`src/rtl/sh7604_intc_pkg.sv`:
```
// sh7604_intc_pkg: register layouts, access masks, address offsets and vector constants
// shared by the SH7604 interrupt controller and its arbiter.
package sh7604_intc_pkg;

    typedef struct packed {
        logic [7:0] rsv_hi;
        logic [3:0] wdt;
        logic [3:0] rsv_lo;
    } IPRA_t;

    typedef struct packed {
        logic [3:0] sci;
        logic [3:0] frt;
        logic [7:0] rsv;
    } IPRB_t;

    typedef struct packed {
        logic       rsv_hi;
        logic [6:0] vec_hi;
        logic       rsv_lo;
        logic [6:0] vec_lo;
    } VCR_t;

    typedef struct packed {
        logic [6:0] rsv_hi;
        logic       nmie;
        logic [7:0] rsv_lo;
    } INTC_ICR_t;

    // Array order doubles as the fixed tie-break order (lower index wins).
    typedef enum logic [3:0] {
        SRC_NMI, SRC_IRL, SRC_WDT, SRC_ERI, SRC_RXI,
        SRC_TXI, SRC_TEI, SRC_ICI, SRC_OCI, SRC_OVI
    } intc_src_e;

    localparam int NUM_SRC = 10;
    localparam int LVL_W   = 5;

    localparam logic [27:0] WIN_LO = 28'hFFFFFE6;
    localparam logic [27:0] WIN_HI = 28'hFFFFFEE;

    localparam logic [7:0] ICR_OFS    = 8'hE0;
    localparam logic [7:0] IPRA_OFS   = 8'hE2;
    localparam logic [7:0] VCRWDT_OFS = 8'hE4;
    localparam logic [7:0] IPRB_OFS   = 8'h60;
    localparam logic [7:0] VCRA_OFS   = 8'h62;
    localparam logic [7:0] VCRB_OFS   = 8'h64;
    localparam logic [7:0] VCRC_OFS   = 8'h66;
    localparam logic [7:0] VCRD_OFS   = 8'h68;

    localparam INTC_ICR_t ICR_INIT  = '0;
    localparam IPRA_t     IPRA_INIT = '0;
    localparam IPRB_t     IPRB_INIT = '0;
    localparam VCR_t      VCR_INIT  = '0;

    localparam logic [15:0] ICR_WMASK  = 16'h0100;
    localparam logic [15:0] IPRA_WMASK = 16'h00F0;
    localparam logic [15:0] IPRB_WMASK = 16'hFF00;
    localparam logic [15:0] VCR_WMASK  = 16'h7F7F;
    localparam logic [15:0] VCRH_WMASK = 16'h7F00;

    localparam logic [15:0] ICR_RMASK  = ICR_WMASK;
    localparam logic [15:0] IPRA_RMASK = IPRA_WMASK;
    localparam logic [15:0] IPRB_RMASK = IPRB_WMASK;
    localparam logic [15:0] VCR_RMASK  = VCR_WMASK;
    localparam logic [15:0] VCRH_RMASK = VCRH_WMASK;

    localparam logic [LVL_W-1:0] NMI_LVL      = 5'd16;
    localparam logic [7:0]       NMI_VEC      = 8'd11;
    localparam logic [7:0]       IRL_VEC_BASE = 8'd64;

    function automatic logic [15:0] reg_merge(input logic [15:0] cur, input logic [15:0] din,
                                              input logic [1:0] lanes, input logic [15:0] wmask);
        logic [15:0] m;
        m = {{8{lanes[1]}}, {8{lanes[0]}}} & wmask;
        return (cur & ~m) | (din & m);
    endfunction

endpackage

```
`src/rtl/sh7604_intc_arb.sv`:
```
// sh7604_intc_arb: picks the highest {level, vector} pair out of the ten interrupt sources;
// equal levels resolve to the lowest source index.
module sh7604_intc_arb
    import sh7604_intc_pkg::*;
(
    input  logic [NUM_SRC-1:0][LVL_W-1:0] src_lvl,
    input  logic [NUM_SRC-1:0][7:0]       src_vec,
    output logic                          win_req,
    output logic [LVL_W-1:0]              win_lvl,
    output logic [7:0]                    win_vec,
    output logic [3:0]                    win_src
);

    // Strict greater-than keeps the earlier source on a tie; level 0 never wins.
    always_comb begin
        win_lvl = '0;
        win_vec = '0;
        win_src = '0;
        for (int i = 0; i < NUM_SRC; i++) begin
            if (src_lvl[i] > win_lvl) begin
                win_lvl = src_lvl[i];
                win_vec = src_vec[i];
                win_src = 4'(i);
            end
        end
        win_req = (win_lvl != '0);
    end

endmodule

```
`src/rtl/sh7604_intc.sv`:
```
// sh7604_intc: SH7604 interrupt controller with priority/vector registers, NMI edge flag and
// registered CPU request. Optional IRL pin input enabled by `define SH7604_INTC_IRL_EN.
module sh7604_intc
    import sh7604_intc_pkg::*;
(
    input  logic        CLK,
    input  logic        RST,
    input  logic        CE_R,
    input  logic        CE_F,
    input  logic        NMI,
    input  logic [3:0]  IRL_N,
    input  logic        FRT_ICI,
    input  logic        FRT_OCIA,
    input  logic        FRT_OCIB,
    input  logic        FRT_OVI,
    input  logic        SCI_ERI,
    input  logic        SCI_RXI,
    input  logic        SCI_TXI,
    input  logic        SCI_TEI,
    input  logic        WDT_ITI,
    input  logic [31:0] IBUS_A,
    input  logic [31:0] IBUS_DI,
    output logic [31:0] IBUS_DO,
    input  logic [3:0]  IBUS_BA,
    input  logic        IBUS_WE,
    input  logic        IBUS_REQ,
    output logic        IBUS_BUSY,
    output logic        IBUS_ACT,
    output logic        INT_REQ,
    output logic [3:0]  INT_LVL,
    output logic [7:0]  INT_VEC,
    input  logic        INT_ACK
);

    function automatic logic [3:0] cpu_level(input logic [LVL_W-1:0] lvl);
        return (lvl > 5'd15) ? 4'd15 : lvl[3:0];
    endfunction

    INTC_ICR_t icr;
    IPRA_t     ipra;
    IPRB_t     iprb;
    VCR_t      vcrwdt, vcra, vcrb, vcrc, vcrd;

    logic        sel, hi_half;
    logic [7:0]  ofs;
    logic [1:0]  lanes;
    logic [15:0] wdata, rdata;
    logic [31:0] rd_q;
    logic        unused_bits;

    logic        nmi_prev, nmi_pend, nmi_edge;
    logic [3:0]  irl_lvl;

    logic [NUM_SRC-1:0][LVL_W-1:0] src_lvl;
    logic [NUM_SRC-1:0][7:0]       src_vec;
    logic             arb_req;
    logic [LVL_W-1:0] arb_lvl;
    logic [7:0]       arb_vec;
    logic [3:0]       arb_src;

    logic       req_p2, nmi_sel_p2, ack_ok;
    logic [3:0] lvl_p2;
    logic [7:0] vec_p2;

    // Word registers: A[1]=0 lives on DI/DO[31:16] (lanes BA[3:2]), A[1]=1 on [15:0] (BA[1:0]).
    assign ofs     = {IBUS_A[7:1], 1'b0};
    assign sel     = IBUS_REQ && (IBUS_A[31:4] == WIN_LO || IBUS_A[31:4] == WIN_HI);
    assign hi_half = ~IBUS_A[1];
    assign lanes   = hi_half ? IBUS_BA[3:2] : IBUS_BA[1:0];
    assign wdata   = hi_half ? IBUS_DI[31:16] : IBUS_DI[15:0];

    assign IBUS_ACT  = sel;
    assign IBUS_BUSY = 1'b0;
    assign IBUS_DO   = rd_q;

    always_ff @(posedge CLK) begin
        if (RST) begin
            icr    <= ICR_INIT;
            ipra   <= IPRA_INIT;
            iprb   <= IPRB_INIT;
            vcrwdt <= VCR_INIT;
            vcra   <= VCR_INIT;
            vcrb   <= VCR_INIT;
            vcrc   <= VCR_INIT;
            vcrd   <= VCR_INIT;
        end else if (CE_R && sel && IBUS_WE) begin
            case (ofs)
                ICR_OFS:    icr    <= reg_merge(icr,    wdata, lanes, ICR_WMASK);
                IPRA_OFS:   ipra   <= reg_merge(ipra,   wdata, lanes, IPRA_WMASK);
                VCRWDT_OFS: vcrwdt <= reg_merge(vcrwdt, wdata, lanes, VCRH_WMASK);
                IPRB_OFS:   iprb   <= reg_merge(iprb,   wdata, lanes, IPRB_WMASK);
                VCRA_OFS:   vcra   <= reg_merge(vcra,   wdata, lanes, VCR_WMASK);
                VCRB_OFS:   vcrb   <= reg_merge(vcrb,   wdata, lanes, VCR_WMASK);
                VCRC_OFS:   vcrc   <= reg_merge(vcrc,   wdata, lanes, VCR_WMASK);
                VCRD_OFS:   vcrd   <= reg_merge(vcrd,   wdata, lanes, VCRH_WMASK);
                default: ;
            endcase
        end
    end

    always_comb begin
        rdata = '0;
        case (ofs)
            ICR_OFS:    rdata = icr    & ICR_RMASK;
            IPRA_OFS:   rdata = ipra   & IPRA_RMASK;
            VCRWDT_OFS: rdata = vcrwdt & VCRH_RMASK;
            IPRB_OFS:   rdata = iprb   & IPRB_RMASK;
            VCRA_OFS:   rdata = vcra   & VCR_RMASK;
            VCRB_OFS:   rdata = vcrb   & VCR_RMASK;
            VCRC_OFS:   rdata = vcrc   & VCR_RMASK;
            VCRD_OFS:   rdata = vcrd   & VCRH_RMASK;
            default:    rdata = '0;
        endcase
    end

    always_ff @(posedge CLK) begin
        if (RST) begin
            rd_q <= '0;
        end else if (CE_F && sel && !IBUS_WE) begin
            rd_q <= hi_half ? {rdata, 16'h0000} : {16'h0000, rdata};
        end
    end

    // A new edge wins over a concurrent NMI ack so the second NMI is not lost.
    assign nmi_edge = icr.nmie ? (NMI && !nmi_prev) : (!NMI && nmi_prev);
    assign ack_ok   = INT_ACK && req_p2;

    always_ff @(posedge CLK) begin
        if (RST) begin
            nmi_prev <= 1'b0;
            nmi_pend <= 1'b0;
        end else if (CE_R) begin
            nmi_prev <= NMI;
            nmi_pend <= nmi_edge || (nmi_pend && !(ack_ok && nmi_sel_p2));
        end
    end

`ifdef SH7604_INTC_IRL_EN
    logic [3:0] irl_p0, irl_p1;

    always_ff @(posedge CLK) begin
        if (RST) begin
            irl_p0 <= '0;
            irl_p1 <= '0;
        end else if (CE_R) begin
            irl_p0 <= ~IRL_N;
            irl_p1 <= irl_p0;
        end
    end

    assign irl_lvl     = irl_p1;
    assign unused_bits = IBUS_A[0];
`else
    assign irl_lvl     = 4'd0;
    assign unused_bits = IBUS_A[0] ^ (^IRL_N);
`endif

    always_comb begin
        src_lvl = '0;
        src_vec = '0;
        src_lvl[SRC_NMI] = nmi_pend ? NMI_LVL : '0;
        src_vec[SRC_NMI] = NMI_VEC;
        src_lvl[SRC_IRL] = {1'b0, irl_lvl};
        src_vec[SRC_IRL] = IRL_VEC_BASE + {5'd0, irl_lvl[3:1]};
        src_lvl[SRC_WDT] = WDT_ITI ? {1'b0, ipra.wdt} : '0;
        src_vec[SRC_WDT] = {1'b0, vcrwdt.vec_hi};
        src_lvl[SRC_ERI] = SCI_ERI ? {1'b0, iprb.sci} : '0;
        src_vec[SRC_ERI] = {1'b0, vcra.vec_hi};
        src_lvl[SRC_RXI] = SCI_RXI ? {1'b0, iprb.sci} : '0;
        src_vec[SRC_RXI] = {1'b0, vcra.vec_lo};
        src_lvl[SRC_TXI] = SCI_TXI ? {1'b0, iprb.sci} : '0;
        src_vec[SRC_TXI] = {1'b0, vcrb.vec_hi};
        src_lvl[SRC_TEI] = SCI_TEI ? {1'b0, iprb.sci} : '0;
        src_vec[SRC_TEI] = {1'b0, vcrb.vec_lo};
        src_lvl[SRC_ICI] = FRT_ICI ? {1'b0, iprb.frt} : '0;
        src_vec[SRC_ICI] = {1'b0, vcrc.vec_hi};
        src_lvl[SRC_OCI] = (FRT_OCIA || FRT_OCIB) ? {1'b0, iprb.frt} : '0;
        src_vec[SRC_OCI] = {1'b0, vcrc.vec_lo};
        src_lvl[SRC_OVI] = FRT_OVI ? {1'b0, iprb.frt} : '0;
        src_vec[SRC_OVI] = {1'b0, vcrd.vec_hi};
    end

    sh7604_intc_arb u_arb (
        .src_lvl (src_lvl),
        .src_vec (src_vec),
        .win_req (arb_req),
        .win_lvl (arb_lvl),
        .win_vec (arb_vec),
        .win_src (arb_src)
    );

    // Output stage: tracks arbitration each CE_R, holds for the cycle an ack is accepted.
    always_ff @(posedge CLK) begin
        if (RST) begin
            req_p2     <= 1'b0;
            lvl_p2     <= '0;
            vec_p2     <= '0;
            nmi_sel_p2 <= 1'b0;
        end else if (CE_R && !ack_ok) begin
            req_p2     <= arb_req;
            lvl_p2     <= cpu_level(arb_lvl);
            vec_p2     <= arb_vec;
            nmi_sel_p2 <= arb_req && (arb_src == SRC_NMI);
        end
    end

    assign INT_REQ = req_p2;
    assign INT_LVL = lvl_p2;
    assign INT_VEC = vec_p2;

endmodule

```
`config.mk`:
```
export PLATFORM = sky130hd
export DESIGN_NAME = sh7604_intc
export DESIGN_NICKNAME = d
export VERILOG_FILES = /design/src/rtl/sh7604_intc_pkg.sv /design/src/rtl/sh7604_intc_arb.sv /design/src/rtl/sh7604_intc.sv
export SDC_FILE = /design/constraint.sdc
export NUM_CORES = 1
export LEC_CHECK = 0
export CAP_MARGIN = 20
export CORE_AREA = 2 2 167 169
export CTS_BUF_LIST = sky130_fd_sc_hd__clkbuf_4
export CTS_CLUSTER_DIAMETER = 120
export DETAILED_ROUTE_END_ITERATION = 16
export DIE_AREA = 0 0 169 171
export MAX_ROUTING_LAYER = met4
export PLACE_DENSITY_LB_ADDON = 0.05
export SYNTH_ARGS = -nofsm -noshare
export SYNTH_HDL_FRONTEND = slang
export SYNTH_HIERARCHICAL = 1
export SYNTH_SLANG_ARGS = --single-unit
```
`constraint.sdc`:
```
create_clock -name CLK -period 37.2 [get_ports CLK]
set_input_delay 5.58 -clock CLK [delete_from_list [all_inputs] [get_ports CLK]]
set_output_delay 5.58 -clock CLK [all_outputs]
set_load 0.01 [all_outputs]
```
==> results.py <==
metrics = {
    "routing": {
        "ant_nets": 0,
        "drc": 0,
        "detailroute.via_count": 7690,
        "drt_wl_total_um": 27800,
        "dr.pass1.iters": 5,
        "vias_per_cell": 5.07,
        "dr.first_iter.drc_count": 548,
        "route.detailed.wl_per_inst_um": 18.3,
    },
    "finish": {
        "design.final.nets": 1291,
        "drive_gt1_frac": 0.0736,
        "layout.cells.most_common_list": "sky130_fd_sc_hd__clkdlybuf4s50_1, sky130_fd_sc_hd__dfxtp_1, sky130_fd_sc_hd__nand2_1",
        "finished_layout_cells": 1516,
        "area.growth.synth_to_final_pct": 26.9,
        "mostFrequentLayoutCell": "sky130_fd_sc_hd__clkdlybuf4s50_1",
    },
    "synth": {
        "avgSynthCellArea_um2": 8.04,
        "synth_seq_area_share": 0.294,
        "netlist-cell-type-count": 78,
        "dominantRegCellSynth": "sky130_fd_sc_hd__dfxtp_1",
        "synth-edff-count": 0,
        "warning_count_from_the_yosys_run": 6,
        "postSynth.asyncResetShare": 0,
        "ys_ff_latch": 117,
        "synthesis.area_mm2": 0.00797,
        "syn-instance-count": 992,
    },
    "power_and_ir_drop": {
        "cellPowerDensity_mw_per_mm2": 61.9,
        "post-layout-total-power_mw": 0.626,
        "max-vdd-ir-drop_mv": 0.0640,
        "power_leakage_nw": 3.81,
    },
    "timing": {
        "finalCriticalPeriod_ns": 18.99,
        "rsz0062_at_grt": "no",
        "slew_headroom": 0.261,
        "fin_skew_ns": 0.0169,
        "finalSetupViolations": 0,
        "fmaxAchievable_ghz": 0.0527,
        "worst-slew-pin-transition_ns": 1.11,
        "finalHoldViolations": 0,
        "final_min_period_over_clock_period": 0.511,
        "finalSetupTns_ns": 0,
        "report.final.slew_viol_count": 0,
    },
    "floorplan": {
        "core_area_mm2": 0.0273,
        "die_width_um": 169,
        "die_y_um": 171,
        "floorplan.initialDensity": 0.292,
        "row_count": 61,
        "floorplan.die_area_mm2": 0.0289,
        "boundaryPins": 136,
    },
    "clock_tree": {
        "post-cts-setup-buffer-count": 0,
        "cts_htree_levels": 4,
        "cts_buffer_depth": 2,
        "numCtsBuffers": 17,
        "cts-hold-fix-buffers": 0,
        "clock_latency_ns": 0.53,
        "clkSinkCount": 117,
        "ctsResizeCount": 0,
        "cts_tree": "built",
        "ctsRootBufferMaster": "sky130_fd_sc_hd__clkbuf_4",
        "clock_transition_at_path_regs_ns": 0.11,
    },
    "min_path": {
        "hold_path_startpoint": "INT_VEC[0]",
        "hp-class": "flop to flop",
        "terminating_pin_of_the_worst_hold_path": "INT_VEC[0]",
        "hold_depth": 2,
    },
    "global_route": {
        "number_of_global_route_vias_before_repair": 7163,
        "grt_use_total": 0.199,
        "grt_max_degree": 92,
        "grt_antenna_before_repair": 1,
        "gr-total-overflow": 0,
        "first_pass_grt_wire_length_um": 42400,
    },
    "placed_design": {
        "placed_cells_incl_taps": 1482,
        "numPortBuffers": 128,
        "place_congestion": 0.817,
        "hpwl_um": 21200,
    },
    "setup_path": {
        "cp_max_fo": 29,
        "start_to_end_type_of_the_worst_setup_path": "primary input to flop",
        "critPathMostFrequentCell": "sky130_fd_sc_hd__ha_1",
        "required_ns": 37.65,
        "cp_num_buf_inv": 7,
        "r2r_start": "nmi_pend",
        "reg2regPathDepth": 62,
        "r2r_end": "nmi_sel_p2",
        "path_delay_family": "compound AO/OA/AOI/OAI gates",
        "critical-path-slowest-cell": "sky130_fd_sc_hd__a21boi_1",
        "critPathMaxStageDelay_ns": 0.60,
        "start_kind": "primary input",
        "setup_crit_end_kind": "flop",
        "r2r_setup_slack_ns": 22.50,
        "worst-endpoint-arrival_ns": 19.44,
    },
    "status": {
        "outcome": "completed",
    },
    "job": {
        "reported_max_cap_violation_count": 0,
    },
}
-- metal layers --
layer	vias up	global-route usage	share of wire
li1	3915	-	-
met1	3575	0.280	0.50
met2	184	0.304	0.45
met3	16	0.0268	0.041
met4	0	0.0401	0.012
met5	-	-	0
-- report_power, final --
part	internal [mW]	switching [mW]
Sequential	0.131	0.00305
Clock	0.0535	0.0541
Combinational	0.141	0.243
Total	0.326	0.301
-- cell usage after synthesis, types with 3 or more instances --
library cell               count  area, um2
sky130_fd_sc_hd__a211oi_1      9       67.6
sky130_fd_sc_hd__a21o_1        8       60.1
sky130_fd_sc_hd__a21oi_1      62        310
sky130_fd_sc_hd__a221oi_1      6       52.6
sky130_fd_sc_hd__a22oi_1      14        105
sky130_fd_sc_hd__a31oi_1       3       18.8
sky130_fd_sc_hd__and2_1       30        188
sky130_fd_sc_hd__and3_1        9       56.3
sky130_fd_sc_hd__and4_1        5       43.8
sky130_fd_sc_hd__buf_1         3       11.3
sky130_fd_sc_hd__buf_2         7       35.0
sky130_fd_sc_hd__buf_4         4       30.0
sky130_fd_sc_hd__clkbuf_1     41        154
sky130_fd_sc_hd__dfxtp_1     117       2340
sky130_fd_sc_hd__ha_1         45        563
sky130_fd_sc_hd__inv_1        32        120
sky130_fd_sc_hd__mux2_2       10        113
sky130_fd_sc_hd__mux2i_1      66        661
sky130_fd_sc_hd__nand2_1     105        394
sky130_fd_sc_hd__nand2b_1     30        188
sky130_fd_sc_hd__nand3_1      32        160
sky130_fd_sc_hd__nand3b_1     38        285
sky130_fd_sc_hd__nand4_1      10       62.6
sky130_fd_sc_hd__nand4b_1      3       26.3
sky130_fd_sc_hd__nor2_1       74        278
sky130_fd_sc_hd__nor2b_1      11       68.8
sky130_fd_sc_hd__nor3_1       10       50.1
sky130_fd_sc_hd__nor3b_1       3       22.5
sky130_fd_sc_hd__nor4_1        4       25.0
sky130_fd_sc_hd__nor4b_1       3       26.3
sky130_fd_sc_hd__o211ai_1     25        188
sky130_fd_sc_hd__o21a_1        7       52.6
sky130_fd_sc_hd__o21ai_0      68        340
sky130_fd_sc_hd__o221ai_1      3       26.3
sky130_fd_sc_hd__o22ai_1      18        113
sky130_fd_sc_hd__o31ai_1       3       22.5
sky130_fd_sc_hd__o32ai_1      14        123
sky130_fd_sc_hd__or2_2         9       56.3
-- worst max path at each step --
| stage | from | to | slack (ns) | depth (start not counted) |
|---|---|---|---|---|
| 5_1_grt | WDT_ITI | nmi_sel_p2 | 16.98 | 64 |
| 4_1_cts | WDT_ITI | nmi_sel_p2 | 18.30 | 60 |
| 6_report | WDT_ITI | nmi_sel_p2 | 18.21 | 60 |
| 2_1_floorplan | WDT_ITI | nmi_sel_p2 | 19.37 | 63 |
| 3_5_place_dp | WDT_ITI | nmi_sel_p2 | 17.72 | 60 |
| 3_3_place_gp | WDT_ITI | nmi_sel_p2 | 17.62 | 59 |
-- worst reg2reg max path: cells and delay by family, from the launching register on --
kind,cells,cell delay [ns]
compound gates,29,6.34
fa+ha+maj,9,2.60
buf+inv,6,0.96
flops,1,0.41
mux,2,0.59
simple gates,16,3.74
-- cell type report --
cell class	instances	area (um2)
timing repair buffer	140	1360
clock inverter	13	181
clock buffer	18	135
fill	2916	17200
multi-input combinational	849	5540
tap	346	433
inverter	32	120
antenna	1	2.50
sequential	117	2340
-- metrics by stage --
| stage | utilization | cell area, um2 | hold WS [ns] | worst slack, ns |
|---|---|---|---|---|
| after floorplan | - | 8210 | 0.437 | 19.37 |
| after detailed placement | 0.358 | 9790 | 0.448 | 17.72 |
| final | 0.370 | 10100 | 0.459 | 18.21 |
| after CTS | 0.370 | 10100 | 0.464 | 18.30 |
| after global routing | 0.370 | 10100 | 0.489 | 16.98 |
| after global placement | 0.358 | 9790 | 0.443 | 17.62 |
-- cell families after synthesis --
| kind of cell | count (synthesis) | synth area share |
|---|---|---|
| other | 2 | 0.000942 |
| and+or+nand+nor | 395 | 0.273 |
| muxes | 78 | 0.101 |
| DFF | 117 | 0.294 |
| adders and majority gates | 45 | 0.0706 |
| AOI/OAI and AO/OA | 265 | 0.214 |
| buffers and inverters | 90 | 0.0474 |
(Power assumes the default switching activity.)
